$ cat config.mk
export PLATFORM = sky130hd
export DESIGN_NAME = onehot_to_bin_pipe_flat
export DESIGN_NICKNAME = d
export VERILOG_FILES = /design/src/rtl/onehot_to_bin_pipe_pkg.sv /design/src/rtl/onehot_to_bin_pipe_if.sv /design/src/rtl/onehot_to_bin_pipe_encode_core.sv /design/src/rtl/onehot_to_bin_pipe.sv /design/src/flat_wrapper.sv
export SDC_FILE = /design/constraint.sdc
export NUM_CORES = 1
export LEC_CHECK = 0
export ABC_AREA = 1
export CORE_MARGIN = 3
export CORE_UTILIZATION = 47
export CTS_BUF_LIST = sky130_fd_sc_hd__clkbuf_8
export DETAILED_ROUTE_END_ITERATION = 12
export GPL_ROUTABILITY_DRIVEN = 1
export PLACE_DENSITY = 0.88
export SKIP_CTS_REPAIR_TIMING = 1
export SLEW_MARGIN = 20
export SYNTH_ARGS = -nofsm -noshare
export SYNTH_HDL_FRONTEND = slang
export SYNTH_SLANG_ARGS = --single-unit
$ cat constraint.sdc
create_clock -name clk -period 1.9 [get_ports clk]
set_clock_uncertainty 0.05 [all_clocks]
set_input_delay 0.38 -clock clk [delete_from_list [all_inputs] [get_ports clk]]
set_output_delay 0.38 -clock clk [all_outputs]
set_load 0.01 [all_outputs]
$ cat src/rtl/onehot_to_bin_pipe_pkg.sv
// ============================================================================
// onehot_pkg : shared types and helpers for the one-hot to binary pipe
// Rev 1.0
// ============================================================================
`default_nettype none

package onehot_pkg;

  // Widest index any instance may produce; narrower instances zero-extend.
  localparam int BIN_W_MAX = 16;

  localparam int ERR_CNT_W_DEF = 8;
  localparam logic [ERR_CNT_W_DEF-1:0] ERR_SAT = {ERR_CNT_W_DEF{1'b1}};

  // $clog2(2) is 1 but $clog2(1) is 0; keep the index at least one bit wide.
  function automatic int bin_width(input int width);
    return (width > 1) ? $clog2(width) : 1;
  endfunction

  typedef struct packed {
    logic [BIN_W_MAX-1:0] bin;
    logic                 zero;
    logic                 multi;
  } enc_res_t;

endpackage

`default_nettype wire

$ cat src/rtl/onehot_to_bin_pipe_if.sv
// ============================================================================
// onehot_to_bin_pipe_if : input/output handshake and error-counter bundle
// Rev 1.0
// ============================================================================
`default_nettype none

interface onehot_to_bin_pipe_if
  import onehot_pkg::*;
#(
  parameter int WIDTH     = 16,
  parameter int ERR_CNT_W = 8
);
  localparam int BIN_W = bin_width(WIDTH);

  logic                 in_valid;
  logic                 in_ready;
  logic [WIDTH-1:0]     in_onehot;
  logic                 out_valid;
  logic                 out_ready;
  logic [BIN_W-1:0]     out_bin;
  logic                 out_zero;
  logic                 out_multi;
  logic                 clr_err;
  logic [ERR_CNT_W-1:0] err_count;

  modport slave (
    input  in_valid, in_onehot, out_ready, clr_err,
    output in_ready, out_valid, out_bin, out_zero, out_multi, err_count
  );

  modport master (
    output in_valid, in_onehot, out_ready, clr_err,
    input  in_ready, out_valid, out_bin, out_zero, out_multi, err_count
  );

endinterface

`default_nettype wire

$ cat src/rtl/onehot_to_bin_pipe_encode_core.sv
// ============================================================================
// onehot_encode_core : combinational lowest-set-bit index with zero/multi flags
// Rev 1.0
// ============================================================================
`default_nettype none

module onehot_encode_core
  import onehot_pkg::*;
#(
  parameter int WIDTH         = 16,
  parameter int PRIORITY_MODE = 0
) (
  input  logic [WIDTH-1:0] onehot_i,
  output enc_res_t         res_o
);
  localparam int BIN_W = bin_width(WIDTH);

  logic [BIN_W-1:0] w_idx;
  logic [WIDTH-1:0] w_less_one;
  logic             w_multi;

  // Scanning downward lets the lowest set bit overwrite any higher hit.
  always_comb begin
    w_idx = '0;
    for (int i = WIDTH - 1; i >= 0; i--) begin
      if (onehot_i[i]) w_idx = BIN_W'(i);
    end
  end

  assign w_less_one = onehot_i - WIDTH'(1);
  assign w_multi    = |(onehot_i & w_less_one);

  always_comb begin
    res_o       = '0;
    res_o.bin   = BIN_W_MAX'(w_idx);
    res_o.zero  = ~|onehot_i;
    res_o.multi = (PRIORITY_MODE == 0) && w_multi;
  end

endmodule

`default_nettype wire

$ cat src/rtl/onehot_to_bin_pipe.sv
// ============================================================================
// onehot_to_bin_pipe : registered one-hot to binary encoder, valid/ready both
//                      sides, saturating count of illegal words
// Rev 1.0
// ============================================================================
`default_nettype none

module onehot_to_bin_pipe
  import onehot_pkg::*;
#(
  parameter int WIDTH         = 16,
  parameter int PRIORITY_MODE = 0,
  parameter int ERR_CNT_W     = 8
) (
  input  logic                 clk,
  input  logic                 rst,
  onehot_to_bin_pipe_if.slave  bus
);
  localparam int BIN_W = bin_width(WIDTH);
  localparam logic [ERR_CNT_W-1:0] ERR_MAX = {ERR_CNT_W{1'b1}};

  enc_res_t             w_res;
  logic                 w_in_ready;
  logic                 w_accept;
  logic                 w_err_event;

  logic                 valid_q, valid_d;
  logic [BIN_W-1:0]     bin_q,   bin_d;
  logic                 zero_q,  zero_d;
  logic                 multi_q, multi_d;
  logic [ERR_CNT_W-1:0] err_q,   err_d;

  onehot_encode_core #(
    .WIDTH         (WIDTH),
    .PRIORITY_MODE (PRIORITY_MODE)
  ) u_core (
    .onehot_i (bus.in_onehot),
    .res_o    (w_res)
  );

  assign w_in_ready  = !valid_q || bus.out_ready;
  assign w_accept    = bus.in_valid && w_in_ready;
  // The core already suppresses multi in priority mode.
  assign w_err_event = w_accept && (w_res.zero || w_res.multi);

  always_comb begin
    valid_d = valid_q;
    bin_d   = bin_q;
    zero_d  = zero_q;
    multi_d = multi_q;
    if (w_accept) begin
      valid_d = 1'b1;
      bin_d   = BIN_W'(w_res.bin);
      zero_d  = w_res.zero;
      multi_d = w_res.multi;
    end else if (bus.out_ready) begin
      valid_d = 1'b0;
    end
  end

  always_comb begin
    err_d = err_q;
    if (bus.clr_err) begin
      err_d = '0;
    end else if (w_err_event && (err_q != ERR_MAX)) begin
      err_d = err_q + ERR_CNT_W'(1);
    end
  end

  always_ff @(posedge clk or posedge rst) begin
    if (rst) begin
      valid_q <= 1'b0;
      bin_q   <= '0;
      zero_q  <= 1'b0;
      multi_q <= 1'b0;
      err_q   <= '0;
    end else begin
      valid_q <= valid_d;
      bin_q   <= bin_d;
      zero_q  <= zero_d;
      multi_q <= multi_d;
      err_q   <= err_d;
    end
  end

  assign bus.in_ready  = w_in_ready;
  assign bus.out_valid = valid_q;
  assign bus.out_bin   = bin_q;
  assign bus.out_zero  = zero_q;
  assign bus.out_multi = multi_q;
  assign bus.err_count = err_q;

endmodule

`default_nettype wire

$ cat src/flat_wrapper.sv
// flat-port wrapper written by rule: the top's interface ports become plain ports
module onehot_to_bin_pipe_flat import onehot_pkg::*;
#(
  parameter int WIDTH         = 16,
  parameter int PRIORITY_MODE = 0,
  parameter int ERR_CNT_W     = 8
)
  (clk, rst, bus_in_valid, bus_in_onehot, bus_out_ready, bus_clr_err, bus_in_ready, bus_out_valid, bus_out_bin, bus_out_zero, bus_out_multi, bus_err_count);
  onehot_to_bin_pipe_if #(.WIDTH(WIDTH), .ERR_CNT_W(ERR_CNT_W)) bus_i ();
  input  logic clk;
  input  logic rst;
  input wire logic [$bits(bus_i.in_valid)-1:0] bus_in_valid;
  input wire logic [$bits(bus_i.in_onehot)-1:0] bus_in_onehot;
  input wire logic [$bits(bus_i.out_ready)-1:0] bus_out_ready;
  input wire logic [$bits(bus_i.clr_err)-1:0] bus_clr_err;
  output wire logic [$bits(bus_i.in_ready)-1:0] bus_in_ready;
  output wire logic [$bits(bus_i.out_valid)-1:0] bus_out_valid;
  output wire logic [$bits(bus_i.out_bin)-1:0] bus_out_bin;
  output wire logic [$bits(bus_i.out_zero)-1:0] bus_out_zero;
  output wire logic [$bits(bus_i.out_multi)-1:0] bus_out_multi;
  output wire logic [$bits(bus_i.err_count)-1:0] bus_err_count;
  assign bus_i.in_valid = bus_in_valid;
  assign bus_i.in_onehot = bus_in_onehot;
  assign bus_i.out_ready = bus_out_ready;
  assign bus_i.clr_err = bus_clr_err;
  assign bus_in_ready = bus_i.in_ready;
  assign bus_out_valid = bus_i.out_valid;
  assign bus_out_bin = bus_i.out_bin;
  assign bus_out_zero = bus_i.out_zero;
  assign bus_out_multi = bus_i.out_multi;
  assign bus_err_count = bus_i.err_count;
  onehot_to_bin_pipe #(.WIDTH(WIDTH), .PRIORITY_MODE(PRIORITY_MODE), .ERR_CNT_W(ERR_CNT_W)) u_core (.clk(clk), .rst(rst), .bus(bus_i));
endmodule
# Yosys cells after proc, flatten, opt, wreduce, memory -nomap -nowiden

Cells that the tools add are included.

Register bits after elaboration: 15
Input bits: 21
Output and inout bits: 16
Logic and storage cells: 40

Add/sub/neg operators: 2
Eq/ne operators: 1
Muxes and demuxes: 20
Bitwise logic cells: 1
Reduce and logical (&&, ||, !) cells: 11

Operators by type and width:

| cell                                               | count |
|---|---|
| 2-to-1 mux 4 bit                                   | 16 |
| OR reduction 16 bit                                | 2 |
| AND 16 bit                                         | 1 |
| 2-to-1 mux 8 bit                                   | 2 |
| subtractor 16 x 1 -> 16 bit, second input constant | 1 |
| adder 8 x 1 -> 8 bit, second input constant        | 1 |
| != test 8 bit, second input constant               | 1 |
| nonzero test 2 bit                                 | 2 |
| logical AND 1 bit                                  | 3 |
| zero test 1 bit                                    | 2 |
| logical OR 1 bit                                   | 2 |
| 2-to-1 mux 1 bit                                   | 2 |

# Logic depth before layout (Yosys ltp)

Gate-level depths: netlist of the first run.

Depth in word-level cells: 16
Gate-level depth with buffers: 17
Gate-level depth less buffers: 17

# Modules after synthesis

Synthesis of the first run repeated with hierarchy kept, for this count alone.

Cells, all modules: 192
Area, all modules: 1333.8 um^2

By module, submodules not included:

| module             | times used | cells an instance | area each (um^2) | sequential area each (um^2) |
|---|---|---|---|---|
| onehot_to_bin_pipe | 1          | 100               | 825.8            | 375.4 |
| onehot_encode_core | 1          | 92                | 508.0            | 0.0 |

# Worst setup path after synthesis of the first run

No wires, ideal clock.

Kind: register to register
Start: reg u_core.err_q[0], in the netlist u_core.bus.err_count[0]
End: reg u_core.err_q[6], in the netlist u_core.bus.err_count[6]
Library setup time: 0.066 ns
Arrival: 1.434 ns
Data required time: 1.784 ns
Setup slack: 0.351 ns
Stages on the path, launching flop included: 8
Buffers on the path: 0
Period minus slack after synthesis: 1.549 ns
Path through: dfrtp_1 ha_1 nand2_1 nor3_1 nand3_2 nand3_2 nand3_1 nand2_1

Cells in the longest elaborated chain, start to end: 3
Elaborated cells between the ends (all ways): 6
Those cells by class: 1 x add/sub; 1 x eq/ne; 2 x mux; 2 x reduce/logical

RTL lines:

| element                                                | line                                               | RTL |
|---|---|---|
| start: declaration                                     | onehot_to_bin_pipe.sv:31                           | `logic [ERR_CNT_W-1:0] err_q, err_d;` |
| start signal: assignment                               | onehot_to_bin_pipe.sv:82                           | `err_q <= err_d;` |
| adder 8 x 1 -> 8 bit or != test 8 bit (tied branches)  | onehot_to_bin_pipe.sv:66, onehot_to_bin_pipe.sv:65 |  |
| 2-to-1 mux 8 bit or logical AND 1 bit (tied branches)  | onehot_to_bin_pipe.sv:65                           | `end else if (w_err_event && (err_q != ERR_MAX)) begin` |
| 2-to-1 mux 8 bit or nonzero test 2 bit (tied branches) | --                                                 |  |

Parallel ways exist; a longest one is shown, timed or not. The select of a mux whose other input is x is not followed.
A chain may end at the register's enable or synchronous reset.

# Final worst setup path of the first run

Start: in bus_in_onehot[13]
End: reg u_core.err_q[6], in the netlist u_core.bus.err_count[6]

Cells in the longest elaborated chain, start to end: 7
Elaborated cells between the ends (all ways): 9
Those cells by class: 1 x add/sub; 1 x bitwise; 7 x reduce/logical

RTL lines:

| element                          | line                                 | RTL |
|---|---|---|
| start: declaration               | flat_wrapper.sv:13                   | `input wire logic [$bits(bus_i.in_onehot)-1:0] bus_in_onehot;` |
| subtractor 16 x 1 -> 16 bit      | onehot_to_bin_pipe_encode_core.sv:30 | `assign w_less_one = onehot_i - WIDTH'(1);` |
| AND 16 bit                       | onehot_to_bin_pipe_encode_core.sv:31 | `assign w_multi = \|(onehot_i & w_less_one);` |
| OR reduction 16 bit              | onehot_to_bin_pipe_encode_core.sv:31 |  |
| logical OR 1 bit (*)             | onehot_to_bin_pipe.sv:44             | `assign w_err_event = w_accept && (w_res.zero \|\| w_res.multi);` |
| logical AND 1 bit (*)            | onehot_to_bin_pipe.sv:44             |  |
| logical AND 1 bit (*)            | onehot_to_bin_pipe.sv:65             |  |
| nonzero test 2 bit (no line) (*) | --                                   |  |

Every way passes the cells marked *; elsewhere a longest branch is shown, timed or not.

==> results.py, run 1 <==
metrics = {
    "outcome": {
        "status": "finished, final reports clean",
    },
    "setup_path": {
        "critPathRequiredTime_ns": 1.98,
        "critical_path.endpoint_type": "flip-flop",
        "setup.worst_path.class": "primary input to flip-flop",
        "max_stage_delay_ns": 0.46,
        "worstPathMaxFanout": 8,
        "path_common_cell": "sky130_fd_sc_hd__nand2_1",
        "setup.worst_path.start_class": "primary input",
        "path_cells": "clkdlybuf4s50_1, nor2_4, nand3_1, nor2_1, nand2_1, nand2_1, nand2_1, inv_1, nand3_1, nand2_2, nand2_4, nand4_1, nand2_1",
        "timing.critical_path.slowest_stage_cell": "sky130_fd_sc_hd__clkdlybuf4s50_1",
        "critical_path_data_arrival_time_ns": 1.92,
    },
    "cts": {
        "ctsRootBufferMaster": "sky130_fd_sc_hd__clkbuf_8",
        "max-clock-path-buffers": 2,
        "cts.htree.levels": 1,
        "clk_pin_slew_ns": 0.06,
        "tritoncts.num_buffers": 3,
        "clkSinkCount": 15,
        "insertion_delay_ns": 0.24,
        "tritoncts_clock_tree": "yes",
    },
    "route": {
        "vias_per_cell": 5.15,
        "postRouteAntennaNets": 0,
        "drt_first_iter_violations": 62,
        "drc": 0,
        "postRouteWirelength_um": 3600,
        "route.detailed.wl_per_inst_um": 12.7,
        "routed-via-count": 1464,
        "first_pass_iters": 5,
    },
    "global_route": {
        "grt_util_all_layers": 0.223,
        "grt_pass1_vias": 1378,
        "grt_antenna_before_repair": 0,
        "gr-total-overflow": 0,
        "first_pass_grt_wire_length_um": 5810,
        "pin_count_of_the_biggest_net_entering_global_routing": 17,
    },
    "pwr": {
        "power_switching_uw": 242,
        "peakVddDrop_mv": 0.360,
        "power_report.internal_total_uw": 602,
        "clkPwrFrac": 0.294,
        "power_density_relative_to_cell_area_mw_per_mm2": 439,
        "power_frac_seq": 0.409,
        "leakagePower_nw": 1.11,
        "comb_power_share": 0.297,
        "power.share.switching": 0.286,
    },
    "placed_design": {
        "detailedPlacementHpwl_um": 2640,
        "dp_worst_setup_slack_ns": -0.357,
        "detailed_place.area_mm2": 0.00180,
        "count_of_buffers_from_port_buffering": 36,
        "finalWeightedCongestion": 0.923,
        "dp_cells": 278,
    },
    "hold_path": {
        "worst_hold_path_type": "primary input to async pin",
    },
    "final_layout": {
        "design.final.nets": 279,
        "antenna-diode-count": 0,
        "layout.cell_area.non_filler_mm2": 0.00192,
        "finalNonFillerCells": 284,
        "layout.cells.most_common_list": "sky130_fd_sc_hd__nand2_1, sky130_fd_sc_hd__buf_4, sky130_fd_sc_hd__inv_1",
        "finish.utilization": 0.830,
        "seqCellArea_um2": 375,
        "drive_gt1_frac": 0.238,
        "flow.area_growth_from_synthesis_pct": 58.6,
        "layout.cells.most_common": "sky130_fd_sc_hd__nand2_1",
        "multi_input_logic_area_um2": 747,
        "filler_cell_count": 151,
    },
    "timing": {
        "crit_path_setup_slack_layout_ns": 0.0633,
        "finalHoldViolations": 0,
        "post-route-min-period_ns": 1.84,
        "layout_worst_path_cycle_share": 0.967,
        "slew_violations": 0,
        "fmax_mhz": 544,
        "setup_viol_count_final": 0,
        "maxSlewHeadroom": 0.627,
        "worst_slew_pin_slew_ns": 0.558,
    },
    "floorplanning": {
        "design.die.area_mm2": 0.00323,
        "starting_density_of_the_core": 0.523,
        "core_area_mm2": 0.00232,
        "die_x_um": 56.8,
        "rows": 17,
        "chipHeight_um": 56.8,
        "io_pins": 37,
    },
    "synth": {
        "yosys.area.top_type_share": 0.309,
        "syn_avg_cell_area_um2": 6.42,
        "syn_inst": 189,
        "synth_largest_area_cell": "sky130_fd_sc_hd__dfrtp_1",
        "yosysUniqueCellTypes": 23,
        "sequential_cell_area_fraction_in_the_yosys_report": 0.309,
        "synth_area_leaders": "sky130_fd_sc_hd__dfrtp_1, sky130_fd_sc_hd__nand2_1, sky130_fd_sc_hd__inv_1, sky130_fd_sc_hd__nand3_1, sky130_fd_sc_hd__nand4_1",
        "ys_seq_elements": 15,
        "syn_nets": 211,
        "synthesis.yosys.warnings": 0,
        "netlist_area_mm2": 0.00121,
    },
    "job": {
        "maxCapViolations": 0,
    },
}
-- worst max-delay path: cells and delay by family --
kind | cells | cell delay [ns]
AND/OR/NAND/NOR | 11 | 1.01
buffers and inverters | 2 | 0.54
-- cells in the mapped netlist --
library cell,number
sky130_fd_sc_hd__o21ai_2,1
sky130_fd_sc_hd__nand4_1,9
sky130_fd_sc_hd__nand3_2,3
sky130_fd_sc_hd__nor2_2,7
sky130_fd_sc_hd__a21oi_1,3
sky130_fd_sc_hd__dfrtp_1,15
sky130_fd_sc_hd__nor3_1,1
sky130_fd_sc_hd__nand2_2,3
sky130_fd_sc_hd__o21ai_1,2
sky130_fd_sc_hd__nand3_1,18
sky130_fd_sc_hd__clkbuf_1,1
sky130_fd_sc_hd__ha_1,1
sky130_fd_sc_hd__nor2_4,2
sky130_fd_sc_hd__nand2_4,2
sky130_fd_sc_hd__buf_2,1
sky130_fd_sc_hd__inv_2,1
sky130_fd_sc_hd__inv_1,28
sky130_fd_sc_hd__xor2_1,4
sky130_fd_sc_hd__nor2_1,15
sky130_fd_sc_hd__nand2_1,64
sky130_fd_sc_hd__o21ai_0,3
sky130_fd_sc_hd__o31ai_1,4
sky130_fd_sc_hd__xnor2_1,1
-- through the flow --
step	power (mW)	hold slack, ns	TNS [ns]
after global routing	0.882	0.475	-0.192
after detailed placement	0.596	0.423	-3.10
after floorplan	0.453	0.231	0
after CTS	0.840	0.441	-0.956
after global placement	0.588	0.413	-1.94
final	0.844	0.443	0
-- power groups by stage --
stage	Combinational (mW)	Clock [mW]	Sequential (mW)
after floorplan	0.0963	0	0.357
final	0.251	0.248	0.345
after CTS	0.246	0.249	0.345
after detailed placement	0.245	0	0.350
after global routing	0.275	0.259	0.347
after global placement	0.238	0	0.351
-- final cells by class --
class | instances | share of cell area
inverter | 29 | 0.0566
timing repair buffer | 65 | 0.319
clock buffer | 3 | 0.0215
sequential | 15 | 0.195
tap | 28 | 0.0182
clock inverter | 1 | 0.00195
multi-input combinational | 143 | 0.388
-- path summary, 6_finish.rpt --
kind                                         start                       to  slack (ns)  depth (start not counted)
setup / recovery                 bus_in_onehot[13]  u_core.bus.err_count[6]        0.06                         13
setup reg to reg           u_core.bus.err_count[0]  u_core.bus.err_count[6]        0.20                          7
hold reg to reg                u_core.bus.out_zero      u_core.bus.out_zero        0.44                          2
hold / removal                                 rst     u_core.bus.out_valid        0.44                          2
min in group clk               u_core.bus.out_zero      u_core.bus.out_zero        0.44                          2
max in group asynchronous                      rst  u_core.bus.err_count[0]        0.99                          2
-- layer usage --
metal	track usage	wire [µm]	up-vias
li1	-	-	728
met3	0.0230	178	13
met1	0.269	1470	667
met2	0.396	1840	56
met4	0.0993	110	0
met5	0	0	-
-- state kept, by name (all words and copies together), names as in the netlist --
register	cells
u_core.bus.err_count	8
u_core.bus.out_bin	4
u_core.bus.out_valid	1
u_core.bus.out_multi	1
u_core.bus.out_zero	1
-- kinds of logic after synthesis --
logic type                 synth area share
buffers and inverters                0.0969
xor gates and xnor gates             0.0361
AOI/OAI and AO/OA                    0.0649
DFF                                   0.309
adders and majority gates            0.0103
and+or+nand+nor                       0.482
No activity file was read; power rests on OpenSTA's default activity.
==> inputs of run 2 (changes only) <==
Settings changed: CORE_UTILIZATION 47 to 34, PLACE_DENSITY 0.88 to 0.69.
==> run 2 against run 1 <==
  * Die area increased by 34%
  * Final area grew 4.6%
  * Setup slack gained 0.092 ns
  * Global-route usage decreased by 7.8 points
  * Sequential cell count is the same
  * Maximum frequency increased by 5.3%
  * Routed wire length decreased by 14%
  * Clock-buffer cell count stayed put
  * Clock power about the same
  * Worst hold slack lost 0.013 ns
  * Sequential share of layout area down 0.86 points
  * Critical endpoint is now u_core.bus.err_count[0]
  * Largest power group unchanged
==> results.py, run 2 (synthesis gave the netlist of run 1 again) <==
metrics = {
    "final_layout": {
        "design.final.nets": 282,
        "filler_cell_count": 310,
        "layout.cells.most_common_list": "sky130_fd_sc_hd__nand2_1, sky130_fd_sc_hd__buf_4, sky130_fd_sc_hd__inv_1",
        "antenna-diode-count": 0,
        "drive_gt1_frac": 0.263,
        "finish.utilization": 0.594,
        "largest_register_ff_count": 8,
        "flow.area_growth_from_synthesis_pct": 65.9,
        "layout.cells.most_common": "sky130_fd_sc_hd__nand2_1",
    },
    "cts": {
        "tritoncts_clock_tree": "yes",
        "ctsRootBufferMaster": "sky130_fd_sc_hd__clkbuf_8",
        "tritoncts.num_buffers": 3,
        "max-clock-path-buffers": 2,
        "cts.htree.levels": 1,
        "clkSinkCount": 15,
        "insertion_delay_ns": 0.24,
        "clk_pin_slew_ns": 0.06,
    },
    "timing": {
        "setup_viol_count_final": 0,
        "setup-tns-final_ns": 0,
        "maxSlewHeadroom": 0.624,
        "worst_slew_pin_slew_ns": 0.563,
        "slew_violations": 0,
        "post-route-min-period_ns": 1.74,
        "fmax_mhz": 573,
        "unrepaired_setup_endpoints_after_global_routing": "no",
        "layout_worst_path_cycle_share": 0.918,
        "finalHoldViolations": 0,
    },
    "route": {
        "drt_first_iter_violations": 82,
        "postRouteAntennaNets": 0,
        "vias_per_cell": 4.55,
        "first_pass_iters": 4,
        "postRouteWirelength_um": 3110,
        "drc": 0,
        "routed-via-count": 1387,
        "route.detailed.wl_per_inst_um": 10.2,
    },
    "floorplanning": {
        "die_x_um": 65.7,
        "chipHeight_um": 65.7,
        "starting_density_of_the_core": 0.358,
        "design.die.area_mm2": 0.00432,
        "io_pins": 37,
        "rows": 21,
        "core_area_mm2": 0.00339,
    },
    "setup_path": {
        "setup.worst_path.class": "primary input to flip-flop",
        "critPathTopFamily": "simple AND/OR/NAND/NOR gates",
        "critical_path.endpoint_type": "flip-flop",
        "critical_path_data_arrival_time_ns": 1.83,
        "path_cells": "clkdlybuf4s50_1, nor2_1, nand2_1, nor2_1, nand2_1, nand4_1, nand3_4, nand3_1, nand2_1",
        "critical_path.n_buffers_inverters": 1,
        "max_stage_delay_ns": 0.45,
        "r2r_slack_ns": 0.21,
        "critPathRequiredTime_ns": 1.98,
        "worst_r2r_endpoint": "u_core.bus.err_count[0]",
        "timing.reg2reg.worst_path_depth": 7,
        "regToRegStartpoint": "u_core.bus.err_count[0]",
        "path_common_cell": "sky130_fd_sc_hd__nand2_1",
        "worstPathMaxFanout": 8,
        "timing.critical_path.slowest_stage_cell": "sky130_fd_sc_hd__clkdlybuf4s50_1",
        "setup.worst_path.start_class": "primary input",
    },
    "pwr": {
        "power_report.internal_total_uw": 607,
        "peakVddDrop_mv": 0.176,
        "clkPwrFrac": 0.291,
        "power_frac_seq": 0.407,
        "power_density_relative_to_cell_area_mw_per_mm2": 421,
        "comb_power_share": 0.302,
        "power_switching_uw": 240,
        "power.share.switching": 0.283,
        "leakagePower_nw": 1.15,
    },
    "placed_design": {
        "detailedPlacementHpwl_um": 2480,
        "finalWeightedCongestion": 0.848,
        "count_of_buffers_from_port_buffering": 36,
    },
    "global_route": {
        "gr-total-overflow": 0,
        "grt_util_all_layers": 0.145,
        "pin_count_of_the_biggest_net_entering_global_routing": 17,
        "grt_antenna_before_repair": 0,
        "grt_pass1_vias": 1248,
        "first_pass_grt_wire_length_um": 5060,
    },
    "hold_path": {
        "hold_end": "u_core.bus.out_bin[0]",
        "worst_hold_startpoint": "u_core.bus.out_bin[0]",
        "worst_hold_path_type": "flip-flop to flip-flop",
        "worst_hold_path.num_cells": 2,
    },
    "job": {
        "maxCapViolations": 0,
    },
    "outcome": {
        "status": "finished, final reports clean",
    },
}
## run 2: tightest hold or removal path, stage by stage, from the launching register on
cell and delay (ns):
sky130_fd_sc_hd__dfrtp_1 0.34, sky130_fd_sc_hd__nand2_1 0.05, sky130_fd_sc_hd__nand2_1 0.05
## run 2: worst max-delay path by stage
stage / start / endpoint / slack, ns / depth (start not counted)
finish: bus_in_onehot[15] / u_core.bus.err_count[0] / 0.16 / 9
global route: bus_in_onehot[1] / u_core.bus.err_count[0] / 0.04 / 12
CTS: bus_in_onehot[0] / u_core.bus.err_count[6] / -0.04 / 12
detailed placement: bus_in_onehot[0] / u_core.bus.err_count[7] / -0.30 / 13
global placement: bus_in_onehot[0] / u_core.bus.err_count[7] / -0.27 / 13
floorplan: u_core.bus.err_count[0] / u_core.bus.err_count[6] / 0.35 / 7
## run 2: per-layer routing
metal  vias to the layer above  routed length, µm  share of wire  GRT usage
met3                         0                134          0.043     0.0188
met5                         -                  0              0          0
met4                         0                  0              0     0.0389
met1                       617               1440           0.46      0.186
li1                        738                  -              -          -
met2                        32               1540           0.49      0.254
## run 2: per-stage QoR
| stage | hold slack [ns] | cells | setup WS [ns] | cell area, µm² | power [mW] |
|---|---|---|---|---|---|
| after detailed placement | 0.420 | 299 | -0.301 | 1850 | 0.600 |
| after floorplan | 0.231 | 189 | 0.351 | 1210 | 0.453 |
| after global routing | 0.461 | 305 | 0.0391 | 2010 | 0.897 |
| after CTS | 0.437 | 303 | -0.0445 | 1890 | 0.844 |
| after global placement | 0.424 | 299 | -0.272 | 1850 | 0.597 |
| final | 0.430 | 305 | 0.155 | 2010 | 0.847 |
## run 2: final cells by class
cell class	instances	area, µm²	share of cell area
multi-input cells	143	786	0.390
repair buffers	68	641	0.318
flip-flops and latches	15	375	0.186
inverters	29	109	0.0541
well taps	46	57.6	0.0286
clock buffers	3	41.3	0.0205
clock inverters	1	3.75	0.00186
## run 2: power by group through the flow
stage | sequential [mW] | clock, mW | combinational [mW]
final | 0.345 | 0.247 | 0.256
after global routing | 0.347 | 0.264 | 0.286
after CTS | 0.345 | 0.250 | 0.249
after detailed placement | 0.351 | 0 | 0.249
after global placement | 0.351 | 0 | 0.246
after floorplan | 0.357 | 0 | 0.0963
